<file path="config.mk">
export PLATFORM = sky130hd
export DESIGN_NAME = zout_store_ctrl
export DESIGN_NICKNAME = d
export VERILOG_FILES = /design/src/rtl/zout_store_ctrl.sv
export SDC_FILE = /design/constraint.sdc
export NUM_CORES = 1
export LEC_CHECK = 0
export CORE_MARGIN = 8
export CORE_UTILIZATION = 34
export DETAILED_ROUTE_END_ITERATION = 8
export PLACE_DENSITY = 0.55
export REMOVE_ABC_BUFFERS = 1
export SLEW_MARGIN = 20
export SYNTH_ARGS = -nofsm -noshare
export SYNTH_HDL_FRONTEND = slang
export SYNTH_SLANG_ARGS = --single-unit
export TNS_END_PERCENT = 20
</file>
<file path="constraint.sdc">
create_clock -name clk -period 1.7 [get_ports clk]
set_input_delay 0.425 -clock clk [delete_from_list [all_inputs] [get_ports clk]]
set_output_delay 0.425 -clock clk [all_outputs]
set_load 0.01 [all_outputs]
</file>
<file path="src/rtl/zout_store_ctrl.sv">
// Output-store sequencer: streams PSU store beats while walking a TAPU index.
// Optional ZOUT_STALL_CNT_EN adds a saturating backpressure stall counter.
module zout_store_ctrl #(
    parameter int DEPTH_W      = 8,
    parameter int TAPU_DEPTH_W = 5,
    parameter int N_TAPU       = 8,
    parameter int IDX_W        = (N_TAPU > 1) ? $clog2(N_TAPU) : 1
) (
    input  logic                    clk,
    input  logic                    rst,
    input  logic                    zout_start,
    input  logic [DEPTH_W-1:0]      store_depth,
    input  logic [TAPU_DEPTH_W-1:0] store_tapu_depth,
    input  logic                    zout_abort,
    input  logic                    store_ready,
    output logic                    psu_store_en,
    output logic [DEPTH_W-1:0]      psu_store_addr,
    output logic [IDX_W-1:0]        tapu_store_idx,
    output logic                    zout_busy,
`ifdef ZOUT_STALL_CNT_EN
    output logic [31:0]             zout_stall_cycles,
`endif
    output logic                    zout_done
);

    typedef enum logic {
        IDLE  = 1'b0,
        STORE = 1'b1
    } state_t;

    localparam logic [IDX_W-1:0] IDX_LAST = IDX_W'(N_TAPU - 1);

    state_t                  state_q, state_d;
    logic [DEPTH_W-1:0]      beat_q, beat_d;
    logic [DEPTH_W-1:0]      depth_q, depth_d;
    logic [TAPU_DEPTH_W-1:0] tcnt_q, tcnt_d;
    logic [TAPU_DEPTH_W-1:0] tdepth_q, tdepth_d;
    logic [IDX_W-1:0]        idx_q, idx_d;
    logic                    done;

    always_ff @(posedge clk) begin
        if (rst) begin
            state_q  <= IDLE;
            beat_q   <= '0;
            depth_q  <= '0;
            tcnt_q   <= '0;
            tdepth_q <= '0;
            idx_q    <= '0;
        end else begin
            state_q  <= state_d;
            beat_q   <= beat_d;
            depth_q  <= depth_d;
            tcnt_q   <= tcnt_d;
            tdepth_q <= tdepth_d;
            idx_q    <= idx_d;
        end
    end

    always_comb begin
        state_d  = state_q;
        beat_d   = beat_q;
        depth_d  = depth_q;
        tcnt_d   = tcnt_q;
        tdepth_d = tdepth_q;
        idx_d    = idx_q;
        done     = 1'b0;
        unique case (state_q)
            IDLE: begin
                if (zout_start) begin
                    depth_d  = store_depth;
                    tdepth_d = store_tapu_depth;
                    beat_d   = '0;
                    tcnt_d   = '0;
                    idx_d    = '0;
                    state_d  = STORE;
                end
            end
            STORE: begin
                // Abort wins over a beat accepted in the same cycle.
                if (zout_abort) begin
                    state_d = IDLE;
                    beat_d  = '0;
                    tcnt_d  = '0;
                    idx_d   = '0;
                end else if (store_ready) begin
                    if (tcnt_q == tdepth_q) begin
                        tcnt_d = '0;
                        idx_d  = (idx_q == IDX_LAST) ? '0 : idx_q + 1'b1;
                    end else begin
                        tcnt_d = tcnt_q + 1'b1;
                    end
                    if (beat_q == depth_q) begin
                        done    = 1'b1;
                        state_d = IDLE;
                        beat_d  = '0;
                        tcnt_d  = '0;
                        idx_d   = '0;
                    end else begin
                        beat_d = beat_q + 1'b1;
                    end
                end
            end
            default: state_d = IDLE;
        endcase
    end

    assign psu_store_en   = (state_q == STORE);
    assign zout_busy      = (state_q == STORE);
    assign psu_store_addr = beat_q;
    assign tapu_store_idx = idx_q;
    assign zout_done      = done;

`ifdef ZOUT_STALL_CNT_EN
    logic [31:0] stall_q;

    always_ff @(posedge clk) begin
        if (rst) begin
            stall_q <= '0;
        end else if (state_q == IDLE && zout_start) begin
            stall_q <= '0;
        end else if (state_q == STORE && !store_ready && !(&stall_q)) begin
            stall_q <= stall_q + 32'd1;
        end
    end

    assign zout_stall_cycles = stall_q;
`endif

endmodule

</file>
Word level (Yosys, flattened, before mapping)
Cells that the tools add are included.
{"block": "word_totals", "reg_bits": 30, "in_bits": 18, "output_inout_bits": 14, "elab_cells": 46}
{"block": "op_classes", "add_sub_neg": 3, "n_eq_ne": 6, "mux": 27, "bitwise_logic": 1, "reduce_logical": 3}
{"cell": "8-bit 2-to-1 mux", "count": 4}
{"cell": "5-bit 2-to-1 mux", "count": 5}
{"cell": "3-bit 2-to-1 mux", "count": 6}
{"cell": "8-bit one-hot mux with 2 select lines", "count": 1}
{"cell": "5-bit one-hot mux with 2 select lines", "count": 1}
{"cell": "8-bit by 1-bit adder with 8-bit output, second input constant", "count": 1}
{"cell": "8-bit == test", "count": 1}
{"cell": "1-bit 2-to-1 mux", "count": 8}
{"cell": "3-bit one-hot mux with 2 select lines", "count": 1}
{"cell": "5-bit by 1-bit adder with 5-bit output, second input constant", "count": 1}
{"cell": "5-bit == test", "count": 1}
{"cell": "4-bit by 2-bit inequality test with 1-bit output, second input constant", "count": 1}
{"cell": "2-bit AND reduction", "count": 2}
{"cell": "3-bit by 1-bit adder with 3-bit output, second input constant", "count": 1}
{"cell": "3-bit == test, second input constant", "count": 1}
{"cell": "3-bit inequality test, second input constant", "count": 1}
{"cell": "3-bit AND reduction", "count": 1}
{"cell": "2-bit inequality test, second input constant", "count": 1}
{"cell": "1-bit one-hot mux with 2 select lines", "count": 1}
{"cell": "1-bit inverter", "count": 1}

Logic depth before layout (Yosys ltp)
Gate-level depths: netlist of the first run.
{"block": "logic_depth", "depth_word": 7, "depth_mapped": 7, "mapped_depth_nobuf": 5}

Worst setup path after synthesis of the first run
Ideal clock, no wire load.
{"block": "synth_path", "kind": "register to output", "startpoint": "register beat_q[5], in the netlist psu_store_addr[5]", "endpoint": "output zout_done", "arrival_ns": 1.316, "t_required_ns": 1.275, "slack_ns": -0.041, "stages_incl_launch_ff": 6, "path_buffers": 1, "cell_sequence": "dfxtp_1 -> buf_6 -> xor2_1 -> nor4_4 -> nand3_1 -> nor2_1"}
{"block": "synth_between", "elab_chain_len": 5}
{"element": "start, declared", "line": "34", "source": "logic [DEPTH_W-1:0] beat_q, beat_d;"}
{"element": "start signal, assigned", "line": "51", "source": "beat_q <= beat_d;"}
{"element": "8-bit == test", "line": "92", "source": "if (beat_q == depth_q) begin"}
{"element": "1-bit 2-to-1 mux", "line": "92"}
{"element": "1-bit 2-to-1 mux", "line": "85", "source": "end else if (store_ready) begin"}
{"element": "1-bit 2-to-1 mux", "line": "80", "source": "if (zout_abort) begin"}
{"element": "1-bit 2-to-1 mux", "line": "67", "source": "unique case (state_q)"}
{"element": "end, declared", "line": "23", "source": "output logic zout_done"}
Every way passes these cells.

Worst setup path in the final report of the first run
{"block": "layout_path", "startpoint": "register beat_q[7], in the netlist psu_store_addr[7]", "endpoint": "output zout_done"}
The elaborated chain is that of the path after synthesis.

==> metrics, run 1 <==
status=finished, violations left; failing checks=setup timing; non-filler cells, final=303; pwr dens=approximately 730 nW/µm²; Root Buffer=clkbuf_8; Critical R2R Capture=tapu_store_idx[1]$_SDFFE_PP0P_; worst-path maximum fanout=2; Hold Startpoint=depth_q[1]$_SDFFE_PP0P_; final WL=4.585 mm; nets=272; simple-gate share of the synthesized area=29.34%; first-pass detailed-route iteration total=4; Slowest-stage cell, CP=dfxtp_1; Setup Viol. Count Final=1; die area=7031 µm²; fin area=2260 µm²; Final WS setup=-0.1882 ns; port bufs=31; routed length per instance=between 15 and 20 µm; sequential-to-total area share from yosys stat=38.37%; post-synthesis mux area share=0%; Post-synth EDFFs=0; reg-to-reg critical path startpoint=tcnt_q[1]$_SDFFE_PP0P_; share of async-settable or async-resettable flops after synthesis=0%; # clock sinks=30; worst r2r path cells=5; # DRC=0; core footprint=4384 µm²; overall die width=83.85 µm; placed insts=291; DR vias=1,565; gpl congestion=0.9077; yosys warns=0; minimum clock period=1.888 ns; placed inst area=approximately 2100 µm²; maximum clock insertion buffer count=2; Worst Hold Path EP=depth_q[1]$_SDFFE_PP0P_; final core utilization=51.54%; Synth top cells by count=nand2_1 (39), dfxtp_1 (30), a21oi_1 (22); RSZ-0062 raised after global routing=true; Adder-Cell Fraction of Synth Area=3.197%; Synth area leaders=dfxtp_1 (38%), nand2_1 (9.4%), a21oi_1 (7.0%); num rows=24; Initial Utilization=35.70%; share of the synthesized area in the top cell type=38.37%; Max IR drop VDD=0.0005350 V; CTS tree=yes; Post-CTS Hold Buffers=0; layout cells sized above 1=approximately 23%; count leader, synth=nand2_1; Post-Place Worst Slack=-0.3874 ns; Top FF cell, synth=dfxtp_1; fin crit share=111.1%; FF-to-FF setup slack=0.02 ns; Post-Syn Instances=~190; H-Tree Depth=2; Unique masters post-synth=38; startpoint types=flip-flop; WHS Path Cells=2; antenna cells=0; Num CTS Buffers=5; largest family of logic cells by synthesized area=simple AND/OR/NAND/NOR gates; Lkg Pwr=0.001001 µW; fin. max-slew vios=0; CTS clock-pin slew for the worst setup and hold paths=0.07 ns; Max-Cap Viols=0; fill count=~430; initial antenna violation count=0; # IOs=32; largest net degree at the start of global routing=15; DP HPWL=3.475 mm; Synth Area in Compound Gates=between 10% and 20%; Synth Area in XOR/XNOR=7.274%; Area Growth Syn to Fin=44.36%; Worst Hold Class=flip-flop to flip-flop; Critical Path AT=approximately 1.5 ns; DR vias/cell=5.165; Die Span Y=~84 µm; highest cell delay on the worst timing path=0.34 ns; #FFs+latches synth=30; All-Layer GR Usage=13.22%; Worst-Margin Slew=about 0.42 ns; crit-path cells=xor2_2 -> nor4_4 -> nand3_1 -> nor2_1 -> buf_2; Final Hold Violating Endpoints=0; clk_lat worst skew=approximately 0.28 ns; critical path data required time=1.27 ns; Rel. slew slack=between 70 and 80%; Cell Area, Synth=between 1500 and 2000 µm²; initial drt markers=68; Post-Syn Area per Cell=8.195 µm²; global-route wire length before repair=7.741 mm; FMAX=approximately 530 MHz; Clock Skew=0.003001 ns; number of global-route vias before repair=1,587; Routed Antenna Nets=0; CP Class=flip-flop to output pin; Critical Path End Type=output pin; global route overflow=0; Worst Setup SP=psu_store_addr[7]$_SDFFE_PP0P_; Worst Hold Slack=approximately 0.47 ns; Synth area leader=dfxtp_1
[worst max-delay path, delay by kind of cell (launching register included)]
| kind | cells | cell delay [ns] |
|---|---|---|
| DFF | 1 | 0.34 |
| buffers and inverters | 1 | 0.13 |
| and+or+nand+nor | 3 | 0.52 |
| xor gates and xnor gates | 1 | 0.19 |
[where the power goes]
part / internal [µW] / leakage [µW] / total (µW) / switching (µW)
sequential: 726 / 0.000246 / 743 / 17.5
combinational: 149 / 0.000708 / 299 / 150
clock: 325 / 0.0000472 / 609 / 283
[cells by family after synthesis]
logic type      after synthesis
simple gates                 87
compound gates               39
flops                        30
buf+inv                      18
xor+xnor                     13
fa+ha+maj                     4
[routing by layer]
metal	up-vias	share of wire (%)	global-route usage, %
met2	41	46	20.00
met5	-	0	0
met3	6	4.3	3.418
met4	0	1.9	6.436
li1	798	-	-
met1	720	48	16.84
[sequential cells by signal, indices dropped and copies added (netlist names)]
name / count
depth_q: 8
psu_store_addr: 8
psu_store_en: 1
tapu_store_idx: 3
tcnt_q: 5
tdepth_q: 5
[final cells by class]
| type | count | area, µm² | share of cell area (%) |
|---|---|---|---|
| multi-input combinational | 143 | 909.6 | 40.25 |
| sequential | 30 | 605.6 | 26.80 |
| timing repair buffer | 66 | 569.3 | 25.19 |
| clock buffer | 6 | 82.58 | 3.654 |
| tap | 52 | 65.06 | 2.879 |
| inverter | 4 | 15.01 | 0.6645 |
| clock inverter | 2 | 12.51 | 0.5537 |
[worst max-delay path by stage]
stage | to | slack [ns] | depth (start not counted)
floorplan | tapu_store_idx[2]$_SDFFE_PP0P_ | -0.23 | 5
global placement | zout_done | -0.37 | 4
detailed placement | tapu_store_idx[0]$_SDFFE_PP0P_ | -0.39 | 7
CTS | zout_done | -0.24 | 5
global route | zout_done | -0.31 | 5
finish | zout_done | -0.19 | 5
[metrics by stage]
step	total power [µW]	setup TNS, ns
global route	1740	-0.3848
finish	1651	-0.1882
floorplan	872.8	-0.7668
CTS	1651	-0.2361
global placement	1026	-4.550
detailed placement	1033	-5.205
[placed cells by master (no fill, tap or decap), types with 2 or more instances in the layout]
cell / netlist / routed
a211oi_1: 2 / 2
a21oi_1: 22 / 22
a31oi_1: 2 / 2
and3_1: 4 / 4
buf_4: 1 / 33
buf_6: 2 / 2
clkbuf_8: 0 / 6
clkdlybuf4s50_1: 0 / 19
dfxtp_1: 30 / 26
dfxtp_2: 0 / 4
dlygate4sd2_1: 0 / 9
dlymetal6s2s_1: 0 / 2
ha_1: 4 / 4
inv_1: 4 / 4
nand2_1: 39 / 38
nand2b_1: 3 / 3
nand3_1: 11 / 11
nand4_1: 11 / 11
nand4b_1: 3 / 3
nor2_1: 3 / 3
nor2b_1: 2 / 2
nor3_1: 2 / 2
o21ai_0: 3 / 2
o221ai_1: 4 / 4
or3_1: 2 / 2
xnor2_1: 2 / 2
xor2_1: 11 / 10
[what timing repair did]
item | 4_1_cts | 5_1_grt
setup endpoints to repair | 20 | 20
gates resized for setup | 15 | 14
setup buffers | 1 | 4
endpoints found under the hold margin | 0 | 0
cloned | 0 | 0
pin swaps | 3 | 4
No activity file was read; power rests on OpenSTA's default activity.
==> run 2: changes to the inputs <==
CORE_MARGIN = 2   (was 8)
RECOVER_POWER = 25   (was not set)
==> run 2 against run 1 <==
Against the previous run:
- the flow still finishes with violations (setup timing)
- sequential cell count did not move
- sequential power barely moved
- critical endpoint unchanged
- core utilization rose by 2.9 points
==> metrics, run 2 (synthesis results as in run 1) <==
status=finished, violations left; failing checks=setup timing; global route overflow=0 (unchanged); FMAX=516.8 MHz (-2.4%); Area Growth Syn to Fin=52.44%; All-Layer GR Usage=17.60% (+4.4 points); nets=272 (unchanged); non-filler cells, final=303 (unchanged); DP HPWL=3.200 mm (-7.9%); critical path data required time=1.27 ns (about the same); # DRC=0 (unchanged); Worst Hold Class=flip-flop to flip-flop; highest cell delay on the worst timing path=0.34 ns (about the same); number of global-route vias before repair=1,557 (-1.9%); final core utilization=54.42% (+2.9 points); Critical R2R Capture=psu_store_en$_SDFF_PP0_; crit-path cells=xor2_2 -> nor4_4 -> nand3_1 -> nor2_1 -> buf_2; CP Class=flip-flop to output pin; fin crit share=113.8% (+2.8 points); Critical Path AT=1.51 ns (+0.05 ns); first-pass detailed-route iteration total=4 (unchanged); Final WS setup=-0.2351 ns (-0.04697 ns); layout cells sized above 1=28.29% (+5.6 points); Setup Viol. Count Final=3 (+2); die area=5162 µm² (-27%); antenna cells=0 (unchanged); Worst Setup SP=psu_store_addr[7]$_SDFFE_PP0P_; global-route wire length before repair=7.058 mm (-8.8%); Critical Path Sink=zout_done; startpoint types=flip-flop; top cell family by delay on the critical path=simple AND/OR/NAND/NOR gates; CTS clock-pin slew for the worst setup and hold paths=0.06 ns (about the same); core footprint=4384 µm² (unchanged); # IOs=32 (unchanged); FF-to-FF setup slack=-0.17 ns (-0.19 ns); minimum clock period=1.935 ns (+0.04697 ns); CP Buf/Inv Count=1 (unchanged); largest net degree at the start of global routing=17 (+2); initial antenna violation count=0 (unchanged); overall die width=71.85 µm (-14%); WHS Path Cells=2 (unchanged); Die Span Y=71.85 µm (-14%); Routed Antenna Nets=0 (unchanged); # clock sinks=30 (unchanged); Critical Path End Type=output pin; Lkg Pwr=0.0009972 µW (-0.41%); most frequent cells in the layout=nand2_1 (38), buf_4 (26), dfxtp_1 (21), clkdlybuf4s50_1 (21), a21oi_1 (20); initial drt markers=123 (+81%); num rows=24 (unchanged); H-Tree Depth=2 (unchanged); Worst-Margin Slew=0.3362 ns (-0.07983 ns); Num CTS Buffers=5 (unchanged); reg-to-reg critical path startpoint=psu_store_addr[7]$_SDFFE_PP0P_; gpl congestion=0.9736 (+7.3%); placed insts=288 (-1.0%); Rel. slew slack=77.23% (+5.3 points); clk_lat worst skew=0.28 ns (about the same); Slowest-stage cell, CP=dfxtp_1; placed inst area=2091 µm² (-0.48%); fin area=2386 µm² (+5.6%); commonest non-fill, non-tap cell in the layout=nand2_1; worst-path maximum fanout=2 (unchanged); RSZ-0062 raised after global routing=true; pwr dens=822.9 nW/µm² (+13%); WP depth=5 (unchanged); maximum clock insertion buffer count=2 (unchanged); Max IR drop VDD=0.0004121 V (-23%); Post-CTS Hold Buffers=0 (unchanged); DR vias/cell=5.300 (+2.6%); final WL=4.418 mm (-3.6%); worst r2r path cells=11 (+6); CTS tree=yes; routed length per instance=14.58 µm (-3.6%); Worst Hold Slack=0.4673 ns (+0.0008870 ns); Root Buffer=clkbuf_8; fin. max-slew vios=0 (unchanged); Clock Skew=0.005015 ns (+0.002013 ns); port bufs=31 (unchanged); Initial Utilization=35.70% (unchanged); DR vias=1,606 (+2.6%); Final Hold Violating Endpoints=0 (unchanged); Max-Cap Viols=0 (unchanged)
[run 2: cell types whose count changed in the layout (fill, tap and decap cells not counted), moves of 3 or more]
cell and change:
xor2_2 +6, buf_6 +5, dfxtp_2 +3, dfxtp_1 -5, xor2_1 -6, buf_4 -7
[run 2: through the flow]
step / total power [µW] / setup slack, ns / TNS [ns]
final: 1963 / -0.2351 / -0.4230
after detailed placement: 1034 / -0.4008 / -3.116
after floorplan: 872.8 / -0.2321 / -0.7668
after global placement: 1025 / -0.3577 / -2.589
after global routing: 2049 / -0.3095 / -0.7768
after CTS: 1991 / -0.2315 / -2.218
[run 2: worst reg2reg max path: stages (launching register included)]
cell and delay, ns:
dfxtp_1 0.34, xor2_2 0.20, nor4_4 0.30, nand3_1 0.14, buf_4 0.16, buf_6 0.11
buf_6 0.10, buf_6 0.10, buf_6 0.10, buf_6 0.11, nand2b_4 0.06, a21oi_2 0.04
[run 2: how the worst min path moves through the flow]
stage / from / to / slack (ns)
after floorplan: depth_q[0]$_SDFFE_PP0P_ / depth_q[0]$_SDFFE_PP0P_ / 0.44
after global placement: tdepth_q[4]$_SDFFE_PP0P_ / tdepth_q[4]$_SDFFE_PP0P_ / 0.46
after detailed placement: depth_q[5]$_SDFFE_PP0P_ / depth_q[5]$_SDFFE_PP0P_ / 0.46
after CTS: depth_q[1]$_SDFFE_PP0P_ / depth_q[1]$_SDFFE_PP0P_ / 0.46
after global routing: depth_q[5]$_SDFFE_PP0P_ / depth_q[5]$_SDFFE_PP0P_ / 0.49
final: depth_q[5]$_SDFFE_PP0P_ / depth_q[5]$_SDFFE_PP0P_ / 0.47
[run 2: cell type report]
type | instances | area, µm²
clock inverters | 2 | 60.06
inverters | 4 | 15.01
flip-flops and latches | 30 | 616.8
repair buffers | 66 | 579.3
multi-input cells | 143 | 967.2
fillers | 401 | 1998
clock buffers | 6 | 82.58
well taps | 52 | 65.06
[run 2: power breakdown]
group / internal [µW] / switching (µW)
logic: 165 / 157
clock network: 625 / 270
registers: 724 / 22.2
[run 2: layer usage]
layer / routed length (µm) / track usage (%) / vias up
met5: 0 / 0 / -
met4: 64 / 7.338 / 0
met3: 230 / 3.938 / 8
met2: 2105 / 28.09 / 55
met1: 2017 / 22.94 / 750
li1: - / - / 793
[run 2: what timing repair did]
item / in CTS / in global routing
endpoints found under the hold margin: 0 / 0
gates resized for setup: 27 / 21
pin swaps: 5 / 8
cloned: 0 / 1
buffers inserted: 10 / 1
setup endpoints to repair: 9 / 20
==> edit 1, RTL diff (settings of run 2) <==
Add a define of `ZOUT_STALL_CNT_EN`.
--- a/src/rtl/zout_store_ctrl.sv
+++ b/src/rtl/zout_store_ctrl.sv
@@ -1,5 +1,7 @@
 // Output-store sequencer: streams PSU store beats while walking a TAPU index.
 // Optional ZOUT_STALL_CNT_EN adds a saturating backpressure stall counter.
+`define ZOUT_STALL_CNT_EN
+
 module zout_store_ctrl #(
     parameter int DEPTH_W      = 8,
     parameter int TAPU_DEPTH_W = 5,
Behaviour (old outputs only; new: zout_stall_cycles): unchanged (Yosys induction, for registers that start in step).
==> edit 1 against run 2 <==
Cell area up 98%; synthesized area up 92%; critical path type is now register to register; the flow still finishes with violations (negative setup slack); count of clock-buffer cells in the layout up 3; sequential cell count up 32; register-to-register slack worse by 0.25 ns; power up 62%; core utilization up 0.23 points; critical endpoint is now zout_stall_cycles[14]; hold slack worse by 0.0028 ns; setup slack worse by 0.18 ns; global-route usage about the same; wire length up 85%.
==> edit 1: results (changes against run 2) <==
Run status = finished with violations
Failing checks = negative setup slack
Critical Path Slowest Stage Cell = or4_4
Largest clock skew in the final design = 0.00586 ns (+0.000849 ns)
Nature of the critical path endpoint = register
Setup tns final = -10.79 ns (-10.37 ns)
Port bufs = 63 (+100%)
PnR worst setup slack = -0.419 ns (-0.184 ns)
Placed insts = 599 (+110%)
Maximum number of pins on one net before global-route repair = 16 (-1)
Switching power as a share of total power = 0.264 (+0.0347)
Clock buffer count from CTS = 9 (+4)
Pre-CTS worst setup slack = -0.782 ns (-0.381 ns)
Clock Pin Slew Worst Setup and Hold Paths = 0.08 ns (+0.02 ns)
Part of the Yosys area used for sequential elements = 0.413 (+0.0295)
Distinct cells, synth = 39 (+2.6%)
Final Setup Violations = 33 (+30)
H-tree level count = 3 (+1)
Via count = 3133 (+95%)
Reg-to-Reg End = zout_stall_cycles[14]
Leakage power total = 2.13 nW (+110%)
Latest clock arrival within the worst-skew pair = 0.35 ns (+0.07 ns)
CP peak stage delay = 0.51 ns (+0.17 ns)
Vias per std cell = 5.01 (-5.4%)
Wire length of the first global-routing pass = 13900 um (+97%)
Critical-path maximum fanout = 5 (+3)
Commonest cells in the synthesized netlist = dfxtp_1 (62), nand2_1 (51), a21oi_1 (37), nor2_1 (22), xor2_1 (19)
Detailed Place HPWL = 6000 um (+88%)
Total Nets Final = 535 (+97%)
WP data arrival = 2.40 ns (+0.89 ns)
Cell count after synthesis = 364 (+91%)
Global placer's final weighted congestion = 0.798 (-18%)
Critical R2R Launch = zout_stall_cycles[9]
==> edit 1: worst min path at each step <==
| stage | start | to | slack [ns] | cells after the start |
|---|---|---|---|---|
| finish | depth_q[0] | depth_q[0] | 0.46 | 2 |
| CTS | depth_q[7] | depth_q[7] | 0.47 | 2 |
| global route | depth_q[1] | depth_q[1] | 0.49 | 2 |
| global placement | depth_q[1] | depth_q[1] | 0.46 | 2 |
| floorplan | tdepth_q[3] | tdepth_q[3] | 0.44 | 2 |
| detailed placement | depth_q[1] | depth_q[1] | 0.46 | 2 |
==> edit 1: per-stage QoR <==
step | area, um^2 | utilization
after floorplan | 2920 | -
after CTS | 4650 | 0.538
after detailed placement | 4330 | 0.502
after global placement | 4330 | 0.502
final | 4720 | 0.547
after global routing | 4720 | 0.547
==> edit 1: cell families after synthesis <==
logic type,count (synthesis),share of synthesized area
buffers and inverters,28,0.0371
flip-flops,62,0.413
multiplexers,7,0.0233
AO/OA/AOI/OAI,73,0.151
AND/OR/NAND/NOR,162,0.276
XOR/XNOR,27,0.0787
adder cells (fa/ha/maj),5,0.0208
==> edit 1: worst min-delay path, stage by stage, from the launching register on <==
cell and delay [ns]:
dfxtp_2 0.33, nand2_1 0.05, a21oi_1 0.05
==> edit 1: what timing repair did <==
action / CTS / global route
resized for setup: 76 / 21
setup buffers: 9 / 1
endpoints found under the setup margin: 92 / 51
pin swaps: 25 / 12
==> edit 1: area by class of cell <==
class	instances	area [um^2]	share of cell area
clock buffers	9	124	0.0262
inverters	8	30.0	0.00636
flip-flops and latches	62	1250	0.265
well taps	108	135	0.0286
repair buffers	157	1310	0.278
clock inverters	7	72.6	0.0154
multi-input cells	274	1800	0.380
==> edit 1: layer usage <==
| layer | routed length [um] | up-vias | global-route usage |
|---|---|---|---|
| met2 | 3820 | 56 | 0.290 |
| met3 | 308 | 9 | 0.0336 |
| li1 | - | 1604 | - |
| met1 | 3910 | 1464 | 0.227 |
| met4 | 126 | 0 | 0.0705 |
| met5 | 0 | - | 0 |
==> edit 1: power by group through the flow <==
stage	Combinational [mW]	Clock, mW	Sequential, mW
floorplan	0.146	0	1.54
global placement	0.349	0	1.53
detailed placement	0.351	0	1.53
CTS	0.363	1.34	1.50
global route	0.418	1.40	1.50
finish	0.377	1.31	1.50
==> edit 2, RTL diff (settings of run 2) <==
Made on the original files. The parameter `N_TAPU` goes from 8 to 16.
--- a/src/rtl/zout_store_ctrl.sv
+++ b/src/rtl/zout_store_ctrl.sv
@@ -3,7 +3,7 @@
 module zout_store_ctrl #(
     parameter int DEPTH_W      = 8,
     parameter int TAPU_DEPTH_W = 5,
-    parameter int N_TAPU       = 8,
+    parameter int N_TAPU       = 16,
     parameter int IDX_W        = (N_TAPU > 1) ? $clog2(N_TAPU) : 1
 ) (
     input  logic                    clk,
Interface: changed (resized tapu_store_idx); port bits go from 32 to 33. No check against the original RTL was run, so the function may have changed too.
==> edit 2 against run 2 <==
The flow still finishes with violations (negative setup slack); cell area is 8.5% lower; critical path depth stayed put; synthesized area is 5.6% lower; clock skew is 0.0015 ns lower; clock power is 33% lower; via count is 13% lower; register-to-register slack better by 0.07 ns; power is 14% lower; setup slack hardly changed; wire length is 11% lower; synthesized cell count is 7.9% lower; sequential cell count is 1 higher; largest power group is now sequential cells.
==> edit 2: results (changes against run 2) <==
Run status = finished with violations
Non-clock buffer total of the final layout = 60 (-9.1%)
Final-layout fill cell count = 402 (+0.25%)
Area taken by flip-flops and latches = 633 um^2 (+2.6%)
Non-clock buffer share = 0.244 (+0.00148)
Reg-to-Reg End = tapu_store_idx[2]
Core Util, Final = 0.534 (-0.0102)
Final Setup Violations = 18 (+15)
Wire length of the first global-routing pass = 6550 um (-7.2%)
R2R cell count = 7 (-4)
XOR/XNOR Fraction of Synth Area = 0.124 (+0.0517)
Cell count after synthesis = 176 (-7.9%)
Routed WL per cell = 13.8 um (-5.7%)
Switching power = 454 uW (+0.98%)
Failing checks = negative setup slack
Total Nets Final = 258 (-5.1%)
Largest voltage drop on the vdd net = 0.419 mV (+1.7%)
Relative slew slack = 0.723 (-0.0491)
Fraction of area in clock buffers and inverters = 0.0401 (-0.0196)
Largest clock skew in the final design = 0.00353 ns (-0.00149 ns)
Adder-cell area share of the yosys netlist = 0.0254 (-0.00657)
Critical Path Slowest Stage Cell = dfxtp_2
Overall fraction of global-route tracks in use = 0.172 (-0.00372)
Area Growth Syn to Fin = 47.7%
Detailed Place HPWL = 2730 um (-15%)
Leakage power total = 0.918 nW (-8.0%)
Power Clock = 596 uW (-33%)
Via count = 1395 (-13%)
Share of final-layout standard cells stronger than drive strength 1 = 0.245 (-0.0381)
Number of ordinary inverters in the final layout = 2 (-2)
PnR worst setup slack = -0.236 ns (-0.000459 ns)
Proportion of power drawn by the clock network = 0.351 (-0.105)
Top post-synthesis cells by area = dfxtp_1 (42%), nand2_1 (10%), xor2_1 (9.5%)
Pre-CTS worst setup slack = -0.445 ns (-0.0444 ns)
Cell area after synthesis = 1480 um^2 (-5.6%)
Instance area at placement = 1990 um^2 (-4.9%)
Commonest cells in the synthesized netlist = nand2_1 (41), dfxtp_1 (31), a21oi_1 (22), xor2_1 (16), nor2_1 (13)
Share of the synthesized area in compound gates (AO/OA/AOI/OAI) = 0.142 (-0.0200)
-- edit 2: changes by cell type after synthesis, sizes merged, moves of 3 or more --
cell / run 2 / this run
nor2: 3 / 13
nand4: 11 / 2
buf: 8 / 2
nand3: 11 / 5
xor2: 11 / 16
o221ai: 4 / 0
and3: 4 / 1
nor4: 2 / 5
xnor2: 2 / 5
-- edit 2: per-layer routing --
| layer | global-route usage | up-vias | share of wire |
|---|---|---|---|
| met5 | 0 | - | 0 |
| met4 | 0.0897 | 0 | 0.016 |
| met3 | 0.0563 | 7 | 0.034 |
| met2 | 0.261 | 24 | 0.45 |
| met1 | 0.217 | 647 | 0.50 |
| li1 | - | 717 | - |
-- edit 2: worst max-delay path, delay by kind of cell (launching register included) --
family	cells	cell delay, ns
DFF	1	0.32
xor gates and xnor gates	1	0.16
and+or+nand+nor	3	0.59
buffers and inverters	1	0.15
-- edit 2: repair_timing --
item                       4_1_cts  5_1_grt
cloned                           0        1
setup endpoints to repair       15       23
pin swaps                        4        4
gates resized for setup         26       11
setup buffers                    8        1
